**config.mk**
```make
export PLATFORM = sky130hd
export DESIGN_NAME = gray_ptr_sync_rx
export DESIGN_NICKNAME = d
export VERILOG_FILES = /design/src/rtl/ptr_sync_pkg.sv /design/src/rtl/sync_dff_n.sv /design/src/rtl/gray_ptr_sync_rx.sv
export SDC_FILE = /design/constraint.sdc
export NUM_CORES = 1
export LEC_CHECK = 0
export BUFFER_PORTS_ARGS = -buffer_cell sky130_fd_sc_hd__buf_2
export CORE_MARGIN = 2
export CORE_UTILIZATION = 49
export DETAILED_ROUTE_END_ITERATION = 16
export PLACE_DENSITY = 0.85
export SYNTH_ARGS = -nofsm -noshare
export SYNTH_HDL_FRONTEND = slang
export SYNTH_SLANG_ARGS = --single-unit
```
**constraint.sdc**
```tcl
create_clock -name clk_in -period 2.8 [get_ports clk_in]
set_clock_uncertainty 0.15 [all_clocks]
set_input_delay 0 -clock clk_in [delete_from_list [all_inputs] [get_ports clk_in]]
set_output_delay 0 -clock clk_in [all_outputs]
set_load 0.05 [all_outputs]
```
**src/rtl/ptr_sync_pkg.sv**
```systemverilog
// ----------------------------------------------------------------------------
// ptr_sync_pkg
//   Shared types and helpers for the async-FIFO pointer crossing.
//   - sync_mode_e    : which FIFO side the receiver serves (write -> full,
//                      read -> empty)
//   - MIN/MAX_SYNC_STAGES : legal synchroniser depth range
//   - g2b()          : Gray to binary, works on any width up to 32 bits
//                      (zero-extend the input, truncate the result)
//   - gray_step_ok() : true when two Gray codes differ in at most one bit
// ----------------------------------------------------------------------------
package ptr_sync_pkg;

  typedef enum logic {
    SYNC_WR_SIDE = 1'b0,
    SYNC_RD_SIDE = 1'b1
  } sync_mode_e;

  localparam int MIN_SYNC_STAGES = 2;
  localparam int MAX_SYNC_STAGES = 4;

  // Zero-extended upper bits stay zero through the XOR ripple, so a narrow
  // pointer converts correctly in the low bits.
  function automatic logic [31:0] g2b(input logic [31:0] g);
    logic [31:0] b;
    b[31] = g[31];
    for (int i = 30; i >= 0; i--) begin
      b[i] = b[i+1] ^ g[i];
    end
    return b;
  endfunction

  function automatic logic gray_step_ok(input logic [31:0] a, input logic [31:0] b);
    return ($countones(a ^ b) <= 1);
  endfunction

endpackage

```
**src/rtl/sync_dff_n.sv**
```systemverilog
// ----------------------------------------------------------------------------
// sync_dff_n
//   Multi-flop synchroniser chain with async active-high reset to zero.
//   The register array is named cdc_sync_ff so CDC tooling can recognise the
//   chain by name and keep its first stage free of logic.
// Ports
//   clk  in  1      destination-domain clock
//   rst  in  1      async, active-high reset
//   d    in  WIDTH  asynchronous input (must be Gray / single-bit changing)
//   q    out WIDTH  last stage of the chain
// ----------------------------------------------------------------------------
module sync_dff_n #(
  parameter int WIDTH  = 1,
  parameter int STAGES = 2
) (
  input  logic             clk,
  input  logic             rst,
  input  logic [WIDTH-1:0] d,
  output logic [WIDTH-1:0] q
);

  logic [WIDTH-1:0] cdc_sync_ff [STAGES];

  always_ff @(posedge clk or posedge rst) begin
    if (rst) begin
      for (int i = 0; i < STAGES; i++) begin
        cdc_sync_ff[i] <= '0;
      end
    end else begin
      cdc_sync_ff[0] <= d;
      for (int i = 1; i < STAGES; i++) begin
        cdc_sync_ff[i] <= cdc_sync_ff[i-1];
      end
    end
  end

  assign q = cdc_sync_ff[STAGES-1];

endmodule

```
**src/rtl/gray_ptr_sync_rx.sv**
```systemverilog
// ----------------------------------------------------------------------------
// gray_ptr_sync_rx
//   Receive side of an async-FIFO pointer crossing. Synchronises the remote
//   Gray pointer, converts it to binary, and derives fill level plus full
//   (MODE 0, write side) or empty (MODE 1, read side) against the local
//   pointer. Sticky error flags report multi-bit Gray steps and levels above
//   the FIFO depth.
// Parameters
//   PTR_WIDTH    pointer width incl. wrap bit; depth = 2**(PTR_WIDTH-1)
//   SYNC_STAGES  synchroniser depth, 2..4
//   MODE         0 = write side (flag_out = full), 1 = read side (empty)
// Ports
//   clk_in            in   1          local clock
//   reset_in          in   1          async, active-high reset
//   gray_ptr_in       in   PTR_WIDTH  remote Gray pointer
//   local_bin_ptr_in  in   PTR_WIDTH  local binary pointer
//   err_clear_in      in   1          clears err_out (new errors win)
//   binary_ptr_out    out  PTR_WIDTH  synchronised remote pointer, binary
//   ptr_changed_out   out  1          pulse when binary_ptr_out changes
//   level_out         out  PTR_WIDTH  occupancy seen from this side
//   flag_out          out  1          full (MODE 0) / empty (MODE 1)
//   err_out           out  2          [0] Gray multi-bit step, [1] level > depth
// ----------------------------------------------------------------------------
module gray_ptr_sync_rx
  import ptr_sync_pkg::*;
#(
  parameter int PTR_WIDTH   = 4,
  parameter int SYNC_STAGES = 2,
  parameter int MODE        = 0
) (
  input  logic                 clk_in,
  input  logic                 reset_in,
  input  logic [PTR_WIDTH-1:0] gray_ptr_in,
  input  logic [PTR_WIDTH-1:0] local_bin_ptr_in,
  input  logic                 err_clear_in,
  output logic [PTR_WIDTH-1:0] binary_ptr_out,
  output logic                 ptr_changed_out,
  output logic [PTR_WIDTH-1:0] level_out,
  output logic                 flag_out,
  output logic [1:0]           err_out
);

  localparam int MSB = PTR_WIDTH - 1;
  localparam sync_mode_e SIDE = (MODE == 0) ? SYNC_WR_SIDE : SYNC_RD_SIDE;
  localparam logic [PTR_WIDTH-1:0] DEPTH = {1'b1, {(PTR_WIDTH-1){1'b0}}};

  generate
    if (SYNC_STAGES < MIN_SYNC_STAGES || SYNC_STAGES > MAX_SYNC_STAGES) begin : g_bad_stages
      $error("gray_ptr_sync_rx: SYNC_STAGES=%0d outside %0d..%0d",
             SYNC_STAGES, MIN_SYNC_STAGES, MAX_SYNC_STAGES);
    end
    if (MODE != 0 && MODE != 1) begin : g_bad_mode
      $error("gray_ptr_sync_rx: MODE=%0d must be 0 or 1", MODE);
    end
    if (PTR_WIDTH < 2 || PTR_WIDTH > 32) begin : g_bad_width
      $error("gray_ptr_sync_rx: PTR_WIDTH=%0d must be 2..32", PTR_WIDTH);
    end
  endgenerate

  logic [MSB:0]         sync_gray;
  logic [MSB:0]         g_q;
  logic [MSB:0]         bin_next;
  logic [SYNC_STAGES:0] prime_sr;
  logic                 primed;
  logic                 step_err;
  logic                 range_err;

  sync_dff_n #(
    .WIDTH  (PTR_WIDTH),
    .STAGES (SYNC_STAGES)
  ) u_sync (
    .clk (clk_in),
    .rst (reset_in),
    .d   (gray_ptr_in),
    .q   (sync_gray)
  );

  assign bin_next = PTR_WIDTH'(g2b(32'(sync_gray)));

  // The step check compares sync_gray against g_q. Right after reset g_q holds
  // the reset zero rather than a real sample, and the first real sample may be
  // any distance from zero. primed rises only once g_q has captured a sample
  // taken after release, i.e. SYNC_STAGES+1 edges after release.
  assign primed   = prime_sr[SYNC_STAGES];
  assign step_err = primed && !gray_step_ok(32'(sync_gray), 32'(g_q));

  always_comb begin
    level_out = '0;
    flag_out  = 1'b0;
    if (SIDE == SYNC_WR_SIDE) begin
      level_out = local_bin_ptr_in - binary_ptr_out;
      flag_out  = (local_bin_ptr_in[MSB] != binary_ptr_out[MSB]) &&
                  (local_bin_ptr_in[MSB-1:0] == binary_ptr_out[MSB-1:0]);
    end else begin
      level_out = binary_ptr_out - local_bin_ptr_in;
      flag_out  = (binary_ptr_out == local_bin_ptr_in);
    end
  end

  assign range_err = (level_out > DEPTH);

  always_ff @(posedge clk_in or posedge reset_in) begin
    if (reset_in) begin
      g_q             <= '0;
      binary_ptr_out  <= '0;
      ptr_changed_out <= 1'b0;
      prime_sr        <= '0;
      err_out         <= '0;
    end else begin
      g_q             <= sync_gray;
      binary_ptr_out  <= bin_next;
      ptr_changed_out <= (sync_gray != g_q);
      prime_sr        <= {prime_sr[SYNC_STAGES-1:0], 1'b1};
      // clear first, then OR in new errors so a same-cycle error survives
      err_out[0]      <= (err_out[0] & ~err_clear_in) | step_err;
      err_out[1]      <= (err_out[1] & ~err_clear_in) | range_err;
    end
  end

endmodule

```
==> results of run 1 <==
[registers in the layout, summed over array words and instances (netlist names)]
name                count
g_q                     3
binary_ptr_out          4
err_out                 2
u_sync.cdc_sync_ff      4
u_sync.q                4
ptr_changed_out         1
prime_sr                3
[tightest hold or removal path: cells and delay by family]
kind                   cells  cell delay [ns]
AO/OA/AOI/OAI              2             0.29
XOR/XNOR                   1             0.08
buffers and inverters      1             0.09
[metrics by stage]
stage	worst slack [ns]	util
after floorplan	0.1516	-
after global placement	0.7846	0.6172
after detailed placement	0.6898	0.6172
after CTS	0.6579	0.6726
after global routing	0.5206	0.6726
final	0.6862	0.6726
[per-layer routing]
layer | share of wire | wire length [um]
met1 | 0.42 | 513
met2 | 0.52 | 636
met3 | 0.056 | 69
met4 | 0.0097 | 12
met5 | 0 | 0
[cells by family (layout without fill, tap and decap cells)]
group | after synthesis | in the layout | synth area share
compound gates | 5 | 5 | 0.03428
xor+xnor | 9 | 9 | 0.09389
fa+ha+maj | 8 | 8 | 0.1371
buf+inv | 12 | 43 | 0.05813
flops | 21 | 21 | 0.6259
other cells | 1 | 1 | 0.004467
simple gates | 7 | 7 | 0.04620
[synth_stat cells]
library cell	number
inv_1	11
a21oi_1	2
and3_1	1
buf_4	1
o32ai_1	1
xor2_1	8
nand3b_1	1
and4_1	1
nand2_1	1
conb_1	1
xnor2_1	1
nor2_1	2
nor3_1	1
ha_1	6
fa_1	2
dfrtp_1	21
o21ai_0	2
[layout by cell type (no fill, tap or decap), drive strengths merged, types with 4 or more instances in the layout]
cell and n:
buf 22, dfrtp 21, inv 11, xor2 8, ha 6, dlygate4sd3 6, clkbuf 4
[layout make-up]
cell class,instances,area share
Timing Repair Buffer,28,0.1623
Inverter,11,0.03938
Tap cell,16,0.01909
Sequential cell,21,0.5012
Clock buffer,4,0.02506
Multi-Input combinational cell,30,0.2530
[power groups by stage]
stage / logic (uW) / registers, uW / clock network (uW)
floorplan: 141 / 408 / 0
global placement: 251 / 350 / 0
detailed placement: 257 / 352 / 0
CTS: 264 / 346 / 143
global route: 284 / 348 / 155
finish: 262 / 345 / 137
[final timing paths]
path | endpoint | slack (ns)
max | err_out[0] | 0.69
max in group asynchronous | prime_sr[2] | 1.82
max reg2reg | err_out[0] | 0.69
min | err_out[1] | 0.05
min in group asynchronous | u_sync.q[1] | 0.22
min reg2reg | u_sync.q[0] | 0.21
==> summary.md, run 1 <==
| Metric | Value |
|---|---|
| Placement Cell Area | 962.2 um2 |
| Top cells by area, synth | dfrtp_1, ha_1, xor2_1 |
| # diodes | 0 |
| Count of pins over their slew limit | 0 |
| Routed vias | 518 |
| Cell variety after synth | 17 |
| Met3 usage | 0.03571 |
| Reg2Reg Launch Point | u_sync.q[1] |
| CP endpoint kind | flip-flop |
| Max Cap Viol | 0 |
| Antenna Nets Post-Route | 0 |
| Crit path largest cell delay | 0.47 ns |
| Post-DP HPWL | 926.7 um |
| Reg area | around 530 um2 |
| Clock Latency Late Sink | 0.29 ns |
| Power density over the cells | 709.6 nW/um2 |
| Top delay family on crit path | adder cells |
| RSZ-0062 raised after global routing | false |
| I/O pins | 23 |
| Die X | 45.39 um |
| Reg power frac | 0.464 |
| Cells after Synth | 63 |
| Status | finished clean |
| Design area | 1049 um2 |
| Synth Area per Inst | 13.33 um2 |
| Area growth syn-to-layout | 24.89% |
| Mapped Area | 839.6 um2 |
| Sink Count | 21 |
| Final wirelength | 1.231 mm |
| Initial drt markers | 7 |
| Met1 Usage GRT | 0.1308 |
| Cell breakdown of the critical path | xor2_1, fa_1, ha_1, ha_1, o21ai_0, o21ai_0 |
| WS Path Type | flip-flop to flip-flop |
| Placed Cells | 100 |
| Fill count | 113 |
| Via density | 4.709 |
| Final Setup Violations | 0 |
| # port buffers | 22 |
| Met2 usage | 0.2930 |
| Minimum clock period | 2.114 ns |
| Pre-antenna DRT Iters | 4 |
| Achievable frequency | 473.1 MHz |
| Startpoint Class | flip-flop |
| Crit-path slowest cell | fa_1 |
| Cells resized by post-CTS repair | 0 |
| Post-synthesis sequential area ratio | 0.6259 |
| Aggregate global-route resource usage | 0.1493 |
| DRC viols | 0 |
| Grt total ovfl | 0 |
| Min-Delay Path Depth | 4 |
| Pint | about 460 uW |
| Core area | 1559 um2 |
| Leak pwr | 0.0005509 uW |
| Worst-path clk slew | 0.10 ns |
| CP Depth | 6 |
| Antenna violations before repair | 0 |
| CP startpoint | u_sync.q[1] |
| Cts bufs inserted | 3 |
| Clk pwr share | 0.184 |
| Ys Warns | 0 |
| Final Cycle Share | 0.7549 |
| Critical Path RT | 2.83 ns |
| Slew of the pin with the lowest slew margin | roughly 0.73 ns |
| Crit path buf inv count | 0 |
| Final nets | 114 |
| Power Total | 744.1 uW |
| CTS H-Tree Depth | 1 |
| Number of synthesized register bits | 21 |
| First-pass GRT wire length | 2.021 mm |
| Yosys top cell by area | dfrtp_1 |
| Comb power frac | 0.352 |
| Hold path start | local_bin_ptr_in[3] |
| Synth top area share | 0.6259 |
| Worst min path class | primary input to flip-flop |
| # rows | 14 |
| Largest net degree at the start of global routing | 22 |
| Switching power | roughly 290 uW |
| CP Max Fanout | 3 |
| Via count of the first global-routing pass | 522 |
| GR peak layer | met2 |
| Initial Utilization | 0.5385 |
| Rel. slew slack | 0.5130 |
| Final Hold Vio Count | 0 |
| Share of cells above drive strength 1 | 0.2660 |
| Clk buf depth | 2 |
| Sum Neg Setup Slack | 0 ns |
| Fin cells | 110 |
| Switching share of total power | 0.3875 |
| Peak VDD IR | 0.5085 mV |
| Avg WL per Cell | 11.19 um |
| Postcts setup bufs | 0 |
| CP Data Arrival Time | 2.15 ns |
| WHS | 0.05167 ns |
| R2R cell count | 6 |
| Synth Net Count | between 80 and 90 |
| CTS Hold Bufs | 6 |
| Area of the multi-input gates | 265.3 um2 |
| Die height | 45.39 um |
| CTS tree | done |
| GPL Wtd Cong | 0.7237 |
| Die area | 2060 um2 |
| Root buf cell | clkbuf_4 |
(Power assumes the default switching activity.)
==> run 2, diff against run 1 <==
==> constraint.sdc (replaced) <==
create_clock -name clk_in -period 2.06 [get_ports clk_in]
set_clock_uncertainty 0.15 [all_clocks]
set_input_delay 0 -clock clk_in [delete_from_list [all_inputs] [get_ports clk_in]]
set_output_delay 0 -clock clk_in [all_outputs]
set_load 0.05 [all_outputs]
==> summary.md, run 2 (synthesis results as in run 1) <==
| Metric | Value |
|---|---|
| Final Cycle Share | 0.9779 |
| Reg2Reg Launch Point | u_sync.q[0] |
| Final nets | 118 |
| Largest net degree at the start of global routing | 22 |
| Clock Latency Late Sink | around 0.30 ns |
| Most common cell after layout, fill and taps aside | buf_2 |
| CTS tree | done |
| Peak VDD IR | 0.6877 mV |
| DRC viols | 0 |
| CP Max Fanout | 2 |
| Area growth syn-to-layout | 35.62% |
| WS Path Type | flip-flop to flip-flop |
| Final Setup Violations | 0 |
| Initial drt markers | 0 |
| GPL Wtd Cong | 0.7086 |
| Die area | 2060 um2 |
| Worst min path class | primary input to flip-flop |
| Slew of the pin with the lowest slew margin | between 0.7 and 0.8 ns |
| RR Endpoint | err_out[0] |
| Power density over the cells | 926.3 nW/um2 |
| Via count of the first global-routing pass | around 550 |
| # rows | 14 |
| Die X | 45.39 um |
| Leak pwr | a little under 0.0006 uW |
| CP endpoint kind | flip-flop |
| R2R setup slack | 0.05 ns |
| Routed vias | around 530 |
| # port buffers | 22 |
| Antenna Nets Post-Route | 0 |
| Max Cap Viol | 0 |
| Sum Neg Setup Slack | 0 ns |
| Status | finished clean |
| Rel. slew slack | 0.5108 |
| CTS H-Tree Depth | 1 |
| CP Data Arrival Time | approximately 2.1 ns |
| Cts bufs inserted | 3 |
| Final Hold Vio Count | 0 |
| Core area | 1559 um2 |
| Startpoint Class | flip-flop |
| Final core occ | 0.7303 |
| Via density | 4.675 |
| Sink Count | 21 |
| I/O pins | 23 |
| First-pass GRT wire length | 2.021 mm |
| Die height | 45.39 um |
| # diodes | 0 |
| Hold path start | local_bin_ptr_in[3] |
| Critical Path RT | 2.10 ns |
| Avg WL per Cell | 11.58 um |
| Grt total ovfl | 0 |
| Initial Utilization | 0.5385 |
| Clk buf depth | 2 |
| Antenna violations before repair | 0 |
| Fill count | approximately 110 |
| Worst-path clk slew | 0.11 ns |
| Final wirelength | 1.320 mm |
| Minimum clock period | 2.014 ns |
| Pre-antenna DRT Iters | 1 |
| Achievable frequency | 496.4 MHz |
| Aggregate global-route resource usage | 0.1437 |
| Root buf cell | clkbuf_4 |
| Share of cells above drive strength 1 | 0.3776 |
| Most frequent cells in the layout | buf_2, dfrtp_1, inv_1, dlygate4sd3_1, xor2_1 |
| Min-Delay Path Depth | 4 |
| R2R cell count | 6 |
| Power Total | about 1100 uW |
| Worst Hold Endpoint | err_out[1] |
| Count of pins over their slew limit | 0 |
| Post-DP HPWL | ~1.0 mm |
-- run 2: changes by cell type in the layout (fill, tap and decap cells not counted) --
cell	change
xor2_1	-3
xnor2_4	+1
buf_4	+4
o21ai_0	-2
xor2_2	+3
nor2_2	+1
clkinv_2	+1
xnor2_1	-1
ha_4	+1
ha_1	-2
clkbuf_1	-1
o21ai_1	+2
nor2_1	-1
ha_2	+1
-- run 2: final cells by class --
cell class	count	area, um2	share of cell area
clock buffer	3	22.52	0.01978
clock inverter	1	5.005	0.004396
inverter	11	41.29	0.03626
multi-input combinational	30	324.1	0.2846
sequential	21	525.5	0.4615
tap	16	20.02	0.01758
timing repair buffer	32	200.2	0.1758
-- run 2: routing by layer --
layer  vias to the layer above  GRT usage  wire, um
met1                       247     0.1374       508
met2                        25     0.2761       720
met4                         0    0.07059        19
met5                         -          0         0
li1                        259          -         -
met3                         2    0.03571        71
-- run 2: worst max-delay path by stage --
stage,startpoint,to,slack [ns],depth (start not counted)
floorplan,binary_ptr_out[0],err_out[1],-0.13,5
CTS,u_sync.q[0],err_out[0],0.004,6
finish,u_sync.q[0],err_out[0],0.05,6
global route,u_sync.q[0],err_out[0],-0.02,6
detailed placement,u_sync.q[1],err_out[0],-0.04,6
global placement,u_sync.q[1],err_out[0],0.06,6
-- run 2: worst max-delay path, cell delays in order, from the launching register on --
cell,delay [ns]
dfrtp_1,0.42
xor2_2,0.20
fa_1,0.55
ha_2,0.20
ha_4,0.20
o21ai_1,0.13
o21ai_1,0.08
-- run 2: per-stage QoR --
step / hold slack [ns] / area, um2 / setup WS [ns] / cells
global route: 0.1042 / 1139 / -0.01666 / 114
global placement: -0.04015 / 1006 / 0.05613 / 103
finish: 0.08893 / 1139 / 0.04559 / 114
CTS: 0.08991 / 1109 / 0.004167 / 113
floorplan: -0.1735 / 860.8 / -0.1276 / 63
detailed placement: -0.04034 / 1006 / -0.03704 / 103
-- run 2: what timing repair did --
item,CTS,global route
resized for setup,2,5
pin swaps,1,4
hold endpoints to repair,27,0
hold buffers,6,0
cloned,0,0
endpoints found under the setup margin,1,1
buffers inserted,0,1
-- run 2: report_power, final --
part / internal, uW / switching (uW)
Combinational: 122 / 276
Clock: 72.3 / 113
Sequential: 449 / 21.9
Total: 643 / 411
